==> config.mk <==
export PLATFORM = sky130hd
export DESIGN_NAME = p23_mul_unit
export DESIGN_NICKNAME = d
export VERILOG_FILES = /design/src/rtl/p23_mul_unit_pkg.sv /design/src/rtl/p23_mul_step.sv /design/src/rtl/p23_mul_unit.sv
export SDC_FILE = /design/constraint.sdc
export NUM_CORES = 1
export LEC_CHECK = 0
export BUFFER_PORTS_ARGS = -buffer_cell sky130_fd_sc_hd__buf_2
export CAP_MARGIN = 20
export CORE_ASPECT_RATIO = 0.5
export CORE_MARGIN = 5
export CORE_UTILIZATION = 60
export DETAILED_ROUTE_END_ITERATION = 10
export GPL_TIMING_DRIVEN = 0
export PLACE_DENSITY = 0.83
export SLEW_MARGIN = 20
export SYNTH_ARGS = -nofsm -noshare
export SYNTH_HDL_FRONTEND = slang
export SYNTH_SLANG_ARGS = --single-unit
==> constraint.sdc <==
create_clock -name clk -period 9.1 [get_ports clk]
set_input_delay 0.455 -clock clk [delete_from_list [all_inputs] [get_ports clk]]
set_output_delay 0.455 -clock clk [all_outputs]
set_load 0.02 [all_outputs]
==> src/rtl/p23_mul_unit_pkg.sv <==
// Shared definitions for the RV32M multiplier: op encodings and the
// per-op signedness / half-select decode.
package p23_mul_unit_pkg;

  localparam int MUL_OP_WIDTH = 2;

  // Internal op code; equals funct3[1:0] of the RV32M multiply group.
  typedef enum logic [MUL_OP_WIDTH-1:0] {
    MUL_OP_MUL    = 2'b00,
    MUL_OP_MULH   = 2'b01,
    MUL_OP_MULHSU = 2'b10,
    MUL_OP_MULHU  = 2'b11
  } mul_op_e;

  // rs1 is treated as signed for every op except MULHU.
  function automatic logic op_rs1_signed(input mul_op_e op);
    return op != MUL_OP_MULHU;
  endfunction

  // rs2 is treated as signed only for MUL and MULH.
  function automatic logic op_rs2_signed(input mul_op_e op);
    return (op == MUL_OP_MUL) || (op == MUL_OP_MULH);
  endfunction

  // Only MUL returns the low half of the product.
  function automatic logic op_low_half(input mul_op_e op);
    return op == MUL_OP_MUL;
  endfunction

endpackage

==> src/rtl/p23_mul_step.sv <==
// One shift-add step of the radix-2^BITS_PER_CYCLE multiplier.
// The partial product is added into the top XLEN bits of the accumulator,
// then the whole sum shifts right by BITS_PER_CYCLE. After N steps the
// first partial product has moved down to bit 0, so the accumulator holds
// the full unsigned product without needing a position input.
module p23_mul_step #(
  parameter int XLEN           = 32,
  parameter int BITS_PER_CYCLE = 2
) (
  input  logic [2*XLEN-1:0]         acc_in,
  input  logic [XLEN-1:0]           mcand,
  input  logic [BITS_PER_CYCLE-1:0] slice,
  output logic [2*XLEN-1:0]         acc_out
);

  localparam int ACC_W = 2 * XLEN;
  localparam int PP_W  = XLEN + BITS_PER_CYCLE;
  localparam int SUM_W = ACC_W + BITS_PER_CYCLE;

  logic [PP_W-1:0]  partial;
  logic [SUM_W-1:0] sum;

  // Partial product, add into the upper half, retire BITS_PER_CYCLE bits.
  // NOTE: always_comb uses blocking '=' so later lines see earlier results;
  // only clocked state is written with '<='.
  always_comb begin
    partial = PP_W'(mcand) * PP_W'(slice);
    sum     = {{BITS_PER_CYCLE{1'b0}}, acc_in} + {partial, {XLEN{1'b0}}};
    acc_out = ACC_W'(sum >> BITS_PER_CYCLE);
  end

endmodule

==> src/rtl/p23_mul_unit.sv <==
// Sequential RV32M multiplier (MUL/MULH/MULHSU/MULHU) with valid/ready
// request handshake, flush, and a one-cycle response pulse.
// Flow: IDLE --accept--> CALC (N steps) --> FIX (sign + half select) --> IDLE.
module p23_mul_unit
  import p23_mul_unit_pkg::*;
#(
  parameter int XLEN           = 32,
  parameter int BITS_PER_CYCLE = 2
) (
  input  logic            clk,
  input  logic            resetn,
  input  logic            req_valid,
  output logic            req_ready,
  input  logic [2:0]      funct3,
  input  logic [XLEN-1:0] rs1,
  input  logic [XLEN-1:0] rs2,
  input  logic            flush,
  output logic            resp_valid,
  output logic [XLEN-1:0] rd,
  output logic            req_illegal
);

  localparam int N     = XLEN / BITS_PER_CYCLE;
  localparam int CNT_W = (N > 1) ? $clog2(N) : 1;
  localparam int ACC_W = 2 * XLEN;

  typedef enum logic [1:0] {
    S_IDLE = 2'd0,
    S_CALC = 2'd1,
    S_FIX  = 2'd2
  } state_e;

  state_e            state_q, state_d;
  logic [CNT_W-1:0]  cnt_q, cnt_d;
  logic [ACC_W-1:0]  acc_q, acc_d;
  logic [XLEN-1:0]   mcand_q, mcand_d;
  logic [XLEN-1:0]   mplier_q, mplier_d;
  mul_op_e           op_q, op_d;
  logic              sign_q, sign_d;
  logic [XLEN-1:0]   rd_q, rd_d;
  logic              resp_valid_q, resp_valid_d;

  mul_op_e           req_op;
  logic              rs1_neg, rs2_neg, accept;
  logic [XLEN-1:0]   rs1_mag, rs2_mag;
  logic [ACC_W-1:0]  step_acc, product;

  p23_mul_step #(
    .XLEN           (XLEN),
    .BITS_PER_CYCLE (BITS_PER_CYCLE)
  ) u_step (
    .acc_in  (acc_q),
    .mcand   (mcand_q),
    .slice   (mplier_q[BITS_PER_CYCLE-1:0]),
    .acc_out (step_acc)
  );

  // Request decode: operand magnitudes, result sign, and acceptance.
  // abs(-2^(XLEN-1)) wraps to 2^(XLEN-1), which is correct as an unsigned magnitude.
  always_comb begin
    req_op      = mul_op_e'(funct3[1:0]);
    rs1_neg     = op_rs1_signed(req_op) & rs1[XLEN-1];
    rs2_neg     = op_rs2_signed(req_op) & rs2[XLEN-1];
    rs1_mag     = rs1_neg ? (~rs1 + 1'b1) : rs1;
    rs2_mag     = rs2_neg ? (~rs2 + 1'b1) : rs2;
    req_ready   = (state_q == S_IDLE);
    req_illegal = req_valid & funct3[2];
    accept      = req_valid & req_ready & ~funct3[2] & ~flush;
  end

  // Next-state logic for the FSM and datapath registers.
  // NOTE: every variable gets its hold/default value first, so no path can
  // leave one unassigned and infer a latch.
  always_comb begin
    state_d      = state_q;
    cnt_d        = cnt_q;
    acc_d        = acc_q;
    mcand_d      = mcand_q;
    mplier_d     = mplier_q;
    op_d         = op_q;
    sign_d       = sign_q;
    rd_d         = rd_q;
    resp_valid_d = 1'b0;
    product      = sign_q ? (~acc_q + 1'b1) : acc_q;

    case (state_q)
      S_IDLE: begin
        if (accept) begin
          state_d  = S_CALC;
          cnt_d    = '0;
          acc_d    = '0;
          mcand_d  = rs1_mag;
          mplier_d = rs2_mag;
          op_d     = req_op;
          sign_d   = rs1_neg ^ rs2_neg;
        end
      end
      S_CALC: begin
        if (flush) begin
          state_d = S_IDLE;
          cnt_d   = '0;
        end else begin
          acc_d    = step_acc;
          mplier_d = mplier_q >> BITS_PER_CYCLE;
          if (cnt_q == CNT_W'(N - 1)) begin
            state_d = S_FIX;
            cnt_d   = '0;
          end else begin
            cnt_d = cnt_q + 1'b1;
          end
        end
      end
      S_FIX: begin
        state_d = S_IDLE;
        // Flush is sampled here first so it always wins over the response.
        if (!flush) begin
          rd_d         = op_low_half(op_q) ? product[XLEN-1:0] : product[ACC_W-1:XLEN];
          resp_valid_d = 1'b1;
        end
      end
      default: state_d = S_IDLE;
    endcase
  end

  // State registers; asynchronous reset returns the unit to IDLE with rd cleared.
  always_ff @(posedge clk or negedge resetn) begin
    if (!resetn) begin
      state_q      <= S_IDLE;
      cnt_q        <= '0;
      acc_q        <= '0;
      mcand_q      <= '0;
      mplier_q     <= '0;
      op_q         <= MUL_OP_MUL;
      sign_q       <= 1'b0;
      rd_q         <= '0;
      resp_valid_q <= 1'b0;
    end else begin
      state_q      <= state_d;
      cnt_q        <= cnt_d;
      acc_q        <= acc_d;
      mcand_q      <= mcand_d;
      mplier_q     <= mplier_d;
      op_q         <= op_d;
      sign_q       <= sign_d;
      rd_q         <= rd_d;
      resp_valid_q <= resp_valid_d;
    end
  end

  assign rd         = rd_q;
  assign resp_valid = resp_valid_q;

endmodule

# --- Word level (Yosys, flattened, before mapping) ---
# Cells that the tools add are included.
word_totals:
  out_inout_bits: 35
  word_cells: 65
  ff_bits: 170
  in_bits: 71
classes:
  mux: 20
  n_addsub: 5
  n_reduce_logical: 10
  bitwise_logic: 12
  multipliers: 1
  n_eq_ne: 8
op_table:
  columns: ["op", "n"]
  rows:
  - ["$mux W64", 3]
  - ["$mux W32", 5]
  - ["$pmux W64 S2", 1]
  - ["$add A64 B66 Y66", 1]
  - ["$add A32 B1 Y32 const B", 2]
  - ["$add A64 B1 Y64 const B", 1]
  - ["$not A32 Y32", 2]
  - ["$not A64 Y64", 1]
  - ["$pmux W32 S2", 1]
  - ["$mul A32 B2 Y34", 1]
  - ["$mux W4", 3]
  - ["$pmux W4 S2", 1]
  - ["$reduce_and A2 Y1", 4]
  - ["$and A1 B1 Y1", 6]
  - ["$logic_not A2 Y1", 3]
  - ["$mux W2", 3]
  - ["$add A4 B1 Y4 const B", 1]
  - ["$eq A2 B1 Y1 const B", 2]
  - ["$eq A4 B4 Y1 const B", 1]
  - ["$ne A2 B2 Y1 const B", 2]
  - ["$pmux W2 S2", 1]
  - ["$ne A3 B3 Y1 const B", 1]
  - ["$reduce_and A3 Y1", 1]
  - ["$eq A2 B2 Y1 const B", 1]
  - ["6 further kinds", 8]

# --- Depth between registers and ports, before layout ---
# Gate-level depths: netlist of run 1.
depth:
  depth_word: 6
  ltp_mapped: 25
  ltp_nobuf: 25

# --- Cells and area by module ---
# From an unflattened synthesis of run 1, not the netlist that was laid out.
hier_totals:
  cells_unflattened: 1737
  area_unflattened_um2: 13623.1
by_module_without_submodules:
  columns: ["module", "seq_area_each_um2", "area_each_um2", "cells_each", "n_inst"]
  rows:
  - ["p23_mul_unit", 4254.1, 9835.7, 1194, 1]
  - ["p23_mul_step", 0.0, 3787.4, 543, 1]

# --- Worst setup path after synthesis of run 1 ---
# No wires, ideal clock.
synth_timing:
  kind: "register to register"
  start: "register mplier_q[1]"
  end: "register acc_q[61]"
  setup_ns: 0.134
  path_slack_ns: 4.291
  path_buffers: 1
  t_arrival_ns: 4.675
  required_time_ns: 8.966
  stages_incl_launch_ff: 23
  synth_period_minus_slack_ns: 4.809
  path_cell_list: "dfrtp_1 > clkbuf_1 > nand2_1 > fa_1 > nor2b_1 > o21ai_0 > a21oi_1 > nor4b_1 > o21a_1 > o21ai_0 > a21o_1 > a21oi_1 > xnor2_1 > ha_1 > and3_1 > a2111oi_0 > a21oi_1 > a41oi_1 > o21ai_0 > a221o_1 > a21oi_1 > xor2_1 > o21ai_0"
synth_via:
  elab_chain_cells: 4
synth_rtl:
  columns: ["item", "line", "text"]
  rows:
  - ["start: declaration", "p23_mul_unit.sv:37", "logic [XLEN-1:0] mplier_q, mplier_d;"]
  - ["start signal: assignment", "p23_mul_unit.sv:142", "mplier_q <= mplier_d;"]
  - ["$mul A32 B2 Y34", "p23_mul_step.sv:27", "partial = PP_W'(mcand) * PP_W'(slice);"]
  - ["$add A64 B66 Y66", "p23_mul_step.sv:28", "sum = {{BITS_PER_CYCLE{1'b0}}, acc_in} + {partial, {XLEN{1'b0}}};"]
  - ["$mux W64", "p23_mul_unit.sv:99", "if (flush) begin"]
  - ["$pmux W64 S2", "p23_mul_unit.sv:86", "case (state_q)"]
  - ["end signal: assignment", "p23_mul_unit.sv:130", "acc_q <= '0;"]
  - ["end signal: assignment", "p23_mul_unit.sv:140", "acc_q <= acc_d;"]
  - ["end: declaration", "p23_mul_unit.sv:35", "logic [ACC_W-1:0] acc_q, acc_d;"]
# No other way between the ends. The select of a mux whose other input is x is not followed.
# A chain may end at the register's enable or synchronous reset.

# --- Final worst setup path of run 1 ---
layout_timing:
  start: "register mplier_q[1]"
  end: "register acc_q[63]"
# Same word-level chain as after synthesis.

==> out/qor.yml, run 1 <==
dieArea_um2: 24500
cts_tree: "yes"
final.period_utilization: 0.672
post_drt_via_cell_ratio: 6.18
num_rows: 37
dr.first_iter.drc_count: 1240
dieWidth_um: 217
place_inst: 1988
synth_cells: 1609
yosys_register_bits: 170
yosysMostFrequentCell: "nand2_1"
synth-async-reset-ratio: 1.00
p_total_w: 0.00329
route.antenna.remaining_nets: 0
gp_congestion: 0.965
synth-edff-count: 0
yosysTopAreaCell: "dfrtp_1"
core_area_um2: 20800
synthesis.nets: 1749
crit_required_ns: 9.42
grt_max_degree: 106
worst_slack_ns: 2.99
synth.top_cell.area_share: 0.332
start_kind: "flop"
p_leak_nw: 6.91
yosys_warnings: 0
path_buf_inv: 2
path_clk_slew_ns: 0.07
critPathCaptureType: "flop"
ioPinCount: 106
rsz0062_at_grt: "no"
hold_viol: 0
grt_usage: 0.300
finalSetupTns_ns: 0
clk_latency_ns: 0.45
outcome: "finished, final reports clean"
cts_buffers: 17
hold_class: "in -> reg"
worstPathMaxFanout: 10
finalSetupViolations: 0
grt_pass1_vias: 12391
clock_path_buffers: 2
maxCapViolations: 0
avgSynthCellArea_um2: 7.96
yosysUniqueCellTypes: 65
drtPass1Iterations: 6
yosys-top-cells-area: "dfrtp_1 33%, o21ai_0 9.2%, nand2_1 8.6%"
die_h_um: 113
cp_slowest_cell: "o31ai_1"
wl_per_cell_um: 18.1
synth_area_um2: 12800
start_util: 0.616
synth_flop_cell: "dfrtp_1"
drcViolationCount: 0
slowest_delay_ns: 0.63
post-route-min-period_ns: 6.11
ys_seq_area_frac: 0.332
crit_family: "compound AO/OA/AOI/OAI gates"
layout.cells.non_filler: 2021
critical_path.cell_chain: "clkbuf_1, nand2_1, inv_1, ha_1, a211oi_1, o21ai_0, a31oi_1, nor2b_1, nor2_1, nor2_1, nor2_1, xnor2_1, ha_1, and3_1, nand2_1, o31ai_1, a41oi_1, o21ai_0, a221oi_1, nor4_1, xor2_1, o21ai_0"
wirelength_um: 36600
critPathKind: "reg -> reg"
slew_viol_final: 0
cp.arrival_ns: 6.43
cts.sinks: 170
fmax_mhz: 164
syn2layout_area_growth_pct: 11.3
synth_common_cells: "292 x nand2_1, 236 x o21ai_0, 170 x dfrtp_1"
tightest_slew_ns: 0.793
ir_drop_uv: 159
dr_total_vias: 12484
place_hpwl_um: 28400
grt_overflow: 0
cts_resized: 0
maxSlewHeadroom: 0.469
power.density_nw_per_um2: 231
grt_pass1_wl_um: 60600
port_buffers: 105
cts_root_buf: "clkbuf_16"
cts.htree.levels: 4
nets: 1875
antenna_found_initial: 2
drive_gt1_frac: 0.0933
post-place-ws_ns: 3.14
fin_worst_skew_ns: 0.00992
placed cells by master (no fill, tap or decap), types with 19 or more instances in the layout:
cell type  synthesis  final
a21o_1            30     30
a21oi_1           87     87
and2_1            66     66
buf_2              0    104
clkbuf_1          71     74
dfrtp_1          170    170
ha_1              67     67
inv_1             32     32
nand2_1          292    292
nand3_1           59     59
nor2_1            66     66
nor3_1            19     19
o21ai_0          236    236
o31ai_1           27     27
xnor2_1           92     92
xor2_1            78     78
per-stage QoR:
step / utilization / hold slack [ns] / area, um2
floorplan: - / 0.159 / 12800
global placement: 0.658 / 0.460 / 13700
detailed placement: 0.660 / 0.436 / 13700
CTS: 0.686 / 0.236 / 14300
global route: 0.686 / 0.262 / 14300
finish: 0.686 / 0.260 / 14300
cell type report:
| cell class | instances | area [um2] |
|---|---|---|
| Inverter | 32 | 120 |
| Clock inverter | 9 | 65.1 |
| Buffer | 77 | 289 |
| Tap cell | 273 | 342 |
| Fill cell | 1692 | 6530 |
| Sequential cell | 170 | 4250 |
| Clock buffer | 22 | 464 |
| Multi-Input combinational cell | 1330 | 8140 |
| Timing Repair Buffer | 107 | 573 |
| Antenna cell | 1 | 2.50 |
kinds of logic (layout without fill, tap and decap cells):
group / count (synthesis) / count (layout) / synth area share
and+or+nand+nor: 621 / 621 / 0.234
AOI/OAI and AO/OA: 466 / 466 / 0.214
xor gates and xnor gates: 170 / 170 / 0.116
DFF: 170 / 170 / 0.332
buffers and inverters: 109 / 247 / 0.0319
adders and majority gates: 69 / 69 / 0.0686
muxes: 4 / 4 / 0.00332
other: 0 / 1 / 0
layer usage:
layer	share of wire	up-vias	wire, um	global-route usage
met5	0.00019	-	7	0
met4	0.021	2	772	0.0923
met1	0.43	5921	15900	0.403
met2	0.45	568	16600	0.492
met3	0.089	87	3250	0.0647
li1	-	5906	-	-
sequential cells by signal, indices dropped and copies added, names as in the netlist:
signal,count
acc_q,64
cnt_q,4
mcand_q,32
mplier_q,32
op_q,2
rd,32
resp_valid,1
sign_q,1
state_q,2
path summary, 6_finish.rpt:
| kind | from | to | slack, ns | depth (start not counted) |
|---|---|---|---|---|
| min in group asynchronous | resetn | mplier_q[22] | 0.54 | 2 |
| hold reg to reg | rd[16] | rd[16] | 0.47 | 2 |
| hold / removal | funct3[0] | op_q[0] | 0.26 | 3 |
| setup / recovery | mplier_q[1] | acc_q[63] | 2.99 | 22 |
| max in group asynchronous | resetn | acc_q[22] | 7.65 | 3 |
| setup reg to reg | mplier_q[1] | acc_q[63] | 2.99 | 22 |
power breakdown:
part / internal (W) / switching (W)
Clock: 0.000363 / 0.000311
Sequential: 0.000906 / 0.000207
Combinational: 0.000596 / 0.000908
Total: 0.00187 / 0.00143
tightest hold or removal path, stage by stage:
cell     delay (ns)
buf_2          0.12
nand2_1        0.05
nand2_1        0.05
repair_timing:
action | CTS | global route
buffers inserted | 0 | 0
hold buffers | 1 | 0
hold endpoints to repair | 65 | 0
No activity file was read; power rests on OpenSTA's default activity.
==> run 2: changes to the inputs <==
--- a/config.mk
+++ b/config.mk
@@ -9,10 +9,10 @@
 export CAP_MARGIN = 20
 export CORE_ASPECT_RATIO = 0.5
 export CORE_MARGIN = 5
-export CORE_UTILIZATION = 60
+export CORE_UTILIZATION = 56
 export DETAILED_ROUTE_END_ITERATION = 10
 export GPL_TIMING_DRIVEN = 0
-export PLACE_DENSITY = 0.83
+export PLACE_DENSITY = 0.81
 export SLEW_MARGIN = 20
 export SYNTH_ARGS = -nofsm -noshare
 export SYNTH_HDL_FRONTEND = slang
==> constraint.sdc (replaced) <==
create_clock -name clk -period 5.2 [get_ports clk]
set_input_delay 0.26 -clock clk [delete_from_list [all_inputs] [get_ports clk]]
set_output_delay 0.26 -clock clk [all_outputs]
set_load 0.02 [all_outputs]
==> out/qor.yml, run 2 (synthesis results as in run 1) <==
maxCapViolations: 0  # unchanged
clk_latency_ns: 0.45  # about the same
fmax_mhz: 203  # was 164 MHz
post_drt_via_cell_ratio: 5.87  # was 6.18
critPathCaptureType: "flop"  # unchanged
regMostFlops: "acc_q"  # unchanged
cts.htree.levels: 4  # unchanged
ir_drop_uv: 252  # was 159 uV
final_common_cell: "nand2_1"  # unchanged
largest_register_ffs: 64  # unchanged
hp-start: "flush"  # was funct3[0]
cp.arrival_ns: 5.23  # was 6.43 ns
cts_root_buf: "clkbuf_16"  # unchanged
antenna_found_initial: 0  # was 2
maxSlewHeadroom: 0.476  # was 0.469
dr.first_iter.drc_count: 1115  # was 1240
core_area_um2: 22600  # was 20800 um2
grt_pass1_wl_um: 57300  # was 60600 um
dieWidth_um: 224  # was 217 um
p_total_w: 0.00588  # was 0.00329 W
dieArea_um2: 26200  # was 24500 um2
drcViolationCount: 0  # unchanged
tightest_slew_ns: 0.786  # was 0.793 ns
grt_usage: 0.270  # was 0.300
num_rows: 39  # was 37
post-route-min-period_ns: 4.92  # was 6.11 ns
path_clk_slew_ns: 0.07  # about the same
port_buffers: 105  # unchanged
dr_total_vias: 12099  # was 12484
final.period_utilization: 0.946  # was 0.672
critPathLaunch: "mplier_q[0]"  # was mplier_q[1]
crit_required_ns: 5.51  # was 9.42 ns
place_hpwl_um: 26500  # was 28400 um
grt_max_degree: 103  # was 106
gp_congestion: 0.954  # was 0.965
die_h_um: 117  # was 113 um
worstPathMaxFanout: 10  # unchanged
worst_slack_ns: 0.282  # was 2.99 ns
route.antenna.remaining_nets: 0  # unchanged
wirelength_um: 35100  # was 36600 um
syn2layout_area_growth_pct: 13.2  # was 11.3%
nets: 1880  # was 1875
grt_pass1_vias: 11216  # was 12391
reg2reg_from: "mplier_q[0]"  # was mplier_q[1]
layout.cells.non_filler: 2061  # was 2021
start_util: 0.566  # was 0.616
ioPinCount: 106  # unchanged
drive_gt1_frac: 0.110  # was 0.0933
post-place-ws_ns: -0.617  # was 3.14 ns
place_inst: 2022  # was 1988
whs_ns: 0.0448  # was 0.260 ns
p_leak_nw: 7.01  # was 6.91 nW
cts.sinks: 170  # unchanged
critPathKind: "reg -> reg"  # unchanged
clock_path_buffers: 2  # unchanged
finalSetupViolations: 0  # unchanged
wl_per_cell_um: 17.0  # was 18.1 um
slew_viol_final: 0  # unchanged
start_kind: "flop"  # unchanged
fin_worst_skew_ns: 0.00911  # was 0.00992 ns
hold_viol: 0  # unchanged
cts_buffers: 17  # unchanged
grt_overflow: 0  # unchanged
layout_common_cells: "291 x nand2_1, 231 x o21ai_0, 168 x dfrtp_1"  # was 292 x nand2_1, 236 x o21ai_0, 170 x dfrtp_1
outcome: "finished, final reports clean"  # unchanged
drtPass1Iterations: 5  # was 6
power.density_nw_per_um2: 405  # was 231 nW/um2
finalSetupTns_ns: 0  # unchanged
hold_class: "in -> reg"  # unchanged
cts_tree: "yes"  # unchanged
-- run 2: changes by cell type in the layout (fill, tap and decap cells not counted), sizes merged --
cell	change
clkinv	+1
buf	+5
inv	+2
clkinvlp	-2
bufinv	+2
clkbuf	-2
-- run 2: final timing paths --
check | endpoint | slack, ns | cells after the start
min in group asynchronous | mplier_q[22] | 0.35 | 2
max in group asynchronous | acc_q[26] | 3.91 | 3
worst min register to register | rd[17] | 0.47 | 2
worst max register to register | acc_q[62] | 0.28 | 18
worst max-delay path | acc_q[62] | 0.28 | 18
worst min-delay path | acc_q[32] | 0.04 | 2
-- run 2: area by class of cell --
class | instances | area [um2]
diodes | 1 | 2.50
plain buffers | 77 | 299
clock buffers | 20 | 457
clock inverters | 12 | 136
fillers | 1973 | 8140
inverters | 32 | 120
multi-input cells | 1330 | 8230
flip-flops and latches | 170 | 4260
well taps | 307 | 384
repair buffers | 112 | 611
-- run 2: power by group --
part | switching [W] | internal (W) | total, W
clock network | 0.000566 | 0.000739 | 0.00131
registers | 0.000356 | 0.00159 | 0.00194
logic | 0.00157 | 0.00106 | 0.00263
-- run 2: metal layers --
metal  track usage  routed length, um  vias up
met1         0.382              16100     5609
met4        0.0767                735        0
met2         0.426              15400      490
met3        0.0571               2890       75
li1              -                  -     5925
met5             0                  0        -
-- run 2: repair_timing --
item / in CTS / in global routing
pin swaps: 1 / 6
hold buffers: 1 / 0
hold endpoints to repair: 68 / 0
endpoints found under the setup margin: 8 / 10
buffers inserted: 1 / 4
resized for setup: 16 / 15
-- run 2: through the flow --
stage | cell area (um2) | utilization
after global routing | 14500 | 0.640
after detailed placement | 13800 | 0.607
after global placement | 13700 | 0.606
after floorplan | 12800 | -
final | 14500 | 0.640
after CTS | 14400 | 0.637
-- run 2: critical path, stage by stage, from the launching register on --
cell and delay (ns):
dfrtp_2 0.46, clkbuf_2 0.18, and2_1 0.16, ha_1 0.32, nor2b_1 0.17, o21ai_2 0.16, a21oi_2 0.09, nor4b_2 0.30
o21a_1 0.22, o21ai_0 0.19, o41ai_2 0.49, nand3b_1 0.21, mux2_2 0.35, a221oi_1 0.35, ha_1 0.37, and3_1 0.18
a211oi_1 0.29, xnor2_1 0.18, o21ai_0 0.10
==> run 3: changes to the inputs <==
--- a/config.mk
+++ b/config.mk
@@ -7,9 +7,11 @@
 export LEC_CHECK = 0
 export BUFFER_PORTS_ARGS = -buffer_cell sky130_fd_sc_hd__buf_2
 export CAP_MARGIN = 20
+export CELL_PAD_IN_SITES_DETAIL_PLACEMENT = 0
+export CELL_PAD_IN_SITES_GLOBAL_PLACEMENT = 1
 export CORE_ASPECT_RATIO = 0.5
 export CORE_MARGIN = 5
-export CORE_UTILIZATION = 56
+export CORE_UTILIZATION = 42
 export DETAILED_ROUTE_END_ITERATION = 10
 export GPL_TIMING_DRIVEN = 0
 export PLACE_DENSITY = 0.81
==> constraint.sdc (replaced) <==
create_clock -name clk -period 5.2 [get_ports clk]
set_input_delay 0.52 -clock clk [delete_from_list [all_inputs] [get_ports clk]]
set_output_delay 0.52 -clock clk [all_outputs]
set_load 0.02 [all_outputs]
==> out/qor.yml, run 3 (synthesis results as in run 1) <==
post-route-min-period_ns: 4.94  # was 4.92 ns
holdPathEnd: "op_q[0]"  # was acc_q[32]
critical_path.cell_chain: "clkbuf_4, nand2_1, inv_1, ha_1, a211oi_2, o21ai_0, a31oi_2, o21ai_2, a21o_4, o21a_1, nor2_1, xnor2_1, ha_1, and3_1, a2111oi_1, a21oi_1, a41oi_2, o21ai_2, a221o_1, a21oi_2, xor2_1, o21ai_0"  # was clkbuf_2, and2_1, ha_1, nor2b_1, o21ai_2, a21oi_2, nor4b_2, o21a_1, o21ai_0, o41ai_2, nand3b_1, mux2_2, a221oi_1, ha_1, and3_1, a211oi_1, xnor2_1, o21ai_0
dieArea_um2: 34300  # was 26200 um2
clock_path_buffers: 2  # unchanged
grt_pass1_vias: 10838  # was 11216
grt_max_degree: 70  # was 103
nets: 1883  # was 1880
power.density_nw_per_um2: 395  # was 405 nW/um2
netSwitchingFraction: 0.433  # was 0.424
wirelength_um: 36900  # was 35100 um
hp-start: "funct3[0]"  # was flush
finalSetupTns_ns: 0  # unchanged
drive_gt1_frac: 0.112  # was 0.110
route.antenna.remaining_nets: 0  # unchanged
cts_root_buf: "clkbuf_16"  # unchanged
regArea_um2: 4260  # unchanged
r2r-end: "acc_q[61]"  # was acc_q[62]
final_common_cell: "nand2_1"  # unchanged
slew_viol_final: 0  # unchanged
maxCapViolations: 0  # unchanged
dieWidth_um: 257  # was 224 um
grt_overflow: 0  # unchanged
post_drt_via_cell_ratio: 5.43  # was 5.87
layout_common_cells: "292 x nand2_1, 232 x o21ai_0, 168 x dfrtp_1"  # was 291 x nand2_1, 231 x o21ai_0, 168 x dfrtp_1
start_kind: "flop"  # unchanged
ff2ff_setup_slack_ns: 0.26  # was 0.28 ns
tightest_slew_ns: 0.844  # was 0.786 ns
outcome: "finished, final reports clean"  # unchanged
ioPinCount: 106  # unchanged
fmax_mhz: 202  # was 203 MHz
critPathCaptureType: "flop"  # unchanged
cts_buffers: 17  # unchanged
maxSlewHeadroom: 0.435  # was 0.476
combPwrFrac: 0.456  # was 0.448
cp.arrival_ns: 5.26  # was 5.23 ns
fillCellCount: 3055  # was 1973
drtPass1Iterations: 5  # unchanged
syn2layout_area_growth_pct: 14.0  # was 13.2%
cts_tree: "yes"  # unchanged
finalSetupViolations: 0  # unchanged
num_rows: 45  # was 39
core_area_um2: 30200  # was 22600 um2
critPathKind: "reg -> reg"  # unchanged
fin_util: 0.484  # was 0.640
hold_class: "in -> reg"  # unchanged
regMostFlops: "acc_q"  # unchanged
clk_latency_ns: 0.46  # was 0.45 ns
gp_congestion: 0.891  # was 0.954
final.period_utilization: 0.950  # was 0.946
cts.htree.levels: 4  # unchanged
cp_slowest_cell: "dfrtp_2"  # was o41ai_2
p_leak_nw: 6.98  # was 7.01 nW
reg2reg_from: "mplier_q[1]"  # was mplier_q[0]
reg2regPathDepth: 22  # was 18
fin_worst_skew_ns: 0.0142  # was 0.00911 ns
grt_pass1_wl_um: 59400  # was 57300 um
place_area_um2: 13900  # was 13800 um2
slowest_delay_ns: 0.45  # was 0.49 ns
dr_total_vias: 11711  # was 12099
hold_viol: 0  # unchanged
ir_drop_uv: 271  # was 252 uV
place_inst: 2115  # was 2022
place_hpwl_um: 28600  # was 26500 um
internal-power_w: 0.00327  # was 0.00339 W
worstPathMaxFanout: 10  # unchanged
port_buffers: 105  # unchanged
dr.first_iter.drc_count: 861  # was 1115
path_clk_slew_ns: 0.07  # about the same
hold_path_depth: 3  # was 2
start_util: 0.424  # was 0.566
clockPowerShare: 0.211  # was 0.222
largest_register_ffs: 64  # unchanged
cts.sinks: 170  # unchanged
p_seq_frac: 0.333  # was 0.330
design_area_um2: 14600  # was 14500 um2
crit_required_ns: 5.52  # was 5.51 ns
die_h_um: 133  # was 117 um
multiInputGateArea_um2: 8230  # unchanged
layout.cells.non_filler: 2156  # was 2061
p_sw_w: 0.00250  # was 0.00249 W
wl_per_cell_um: 17.1  # was 17.0 um
drcViolationCount: 0  # unchanged
antenna_found_initial: 2  # was 0
grt_usage: 0.214  # was 0.270
-- run 3: worst max path at each step --
stage,depth (start not counted),start,endpoint
after floorplan,22,mplier_q[1],acc_q[61]
after global placement,22,mplier_q[1],acc_q[63]
after detailed placement,22,mplier_q[1],acc_q[63]
after CTS,22,mplier_q[1],acc_q[63]
after global routing,23,mplier_q[1],acc_q[61]
final,22,mplier_q[1],acc_q[61]
-- run 3: cell type report --
class                   count  share of cell area
plain buffers              77              0.0205
diodes                      1            0.000171
well taps                 399              0.0342
clock buffers              19              0.0296
repair buffers            115              0.0447
flip-flops and latches    170               0.291
clock inverters            13             0.00762
multi-input cells        1330               0.564
inverters                  32             0.00822
-- run 3: power groups by stage --
stage | sequential (W) | clock, W | combinational, W
floorplan | 0.00184 | 0 | 0.00192
global placement | 0.00194 | 0 | 0.00256
detailed placement | 0.00195 | 0 | 0.00257
CTS | 0.00192 | 0.00124 | 0.00260
global route | 0.00197 | 0.00130 | 0.00294
finish | 0.00192 | 0.00122 | 0.00263
-- run 3: critical path, delay by kind of cell, from the launching register on --
kind | cells | cell delay (ns)
compound gates | 13 | 2.67
xor+xnor | 2 | 0.23
fa+ha+maj | 2 | 0.70
buf+inv | 2 | 0.27
flops | 1 | 0.45
simple gates | 3 | 0.47
-- run 3: stage by stage --
stage	hold WS (ns)	setup slack [ns]	power, W
2_1_floorplan	0.224	0.391	0.00376
3_3_place_gp	0.453	-0.826	0.00450
3_5_place_dp	0.455	-0.863	0.00452
4_1_cts	0.277	0.0493	0.00577
5_1_grt	0.296	-0.00367	0.00621
6_report	0.299	0.260	0.00577
-- run 3: per-layer routing --
| metal | GRT usage | vias up | part of all wire |
|---|---|---|---|
| li1 | - | 5937 | - |
| met5 | 0 | - | 0.00027 |
| met3 | 0.0400 | 41 | 0.048 |
| met2 | 0.324 | 262 | 0.43 |
| met1 | 0.318 | 5469 | 0.50 |
| met4 | 0.0473 | 2 | 0.015 |
-- run 3: repair_timing --
action / 4_1_cts / 5_1_grt
setup buffers: 1 / 6
setup endpoints to repair: 11 / 8
hold buffers: 1 / 0
endpoints found under the hold margin: 49 / 0
pin swaps: 1 / 3
resized for setup: 18 / 14
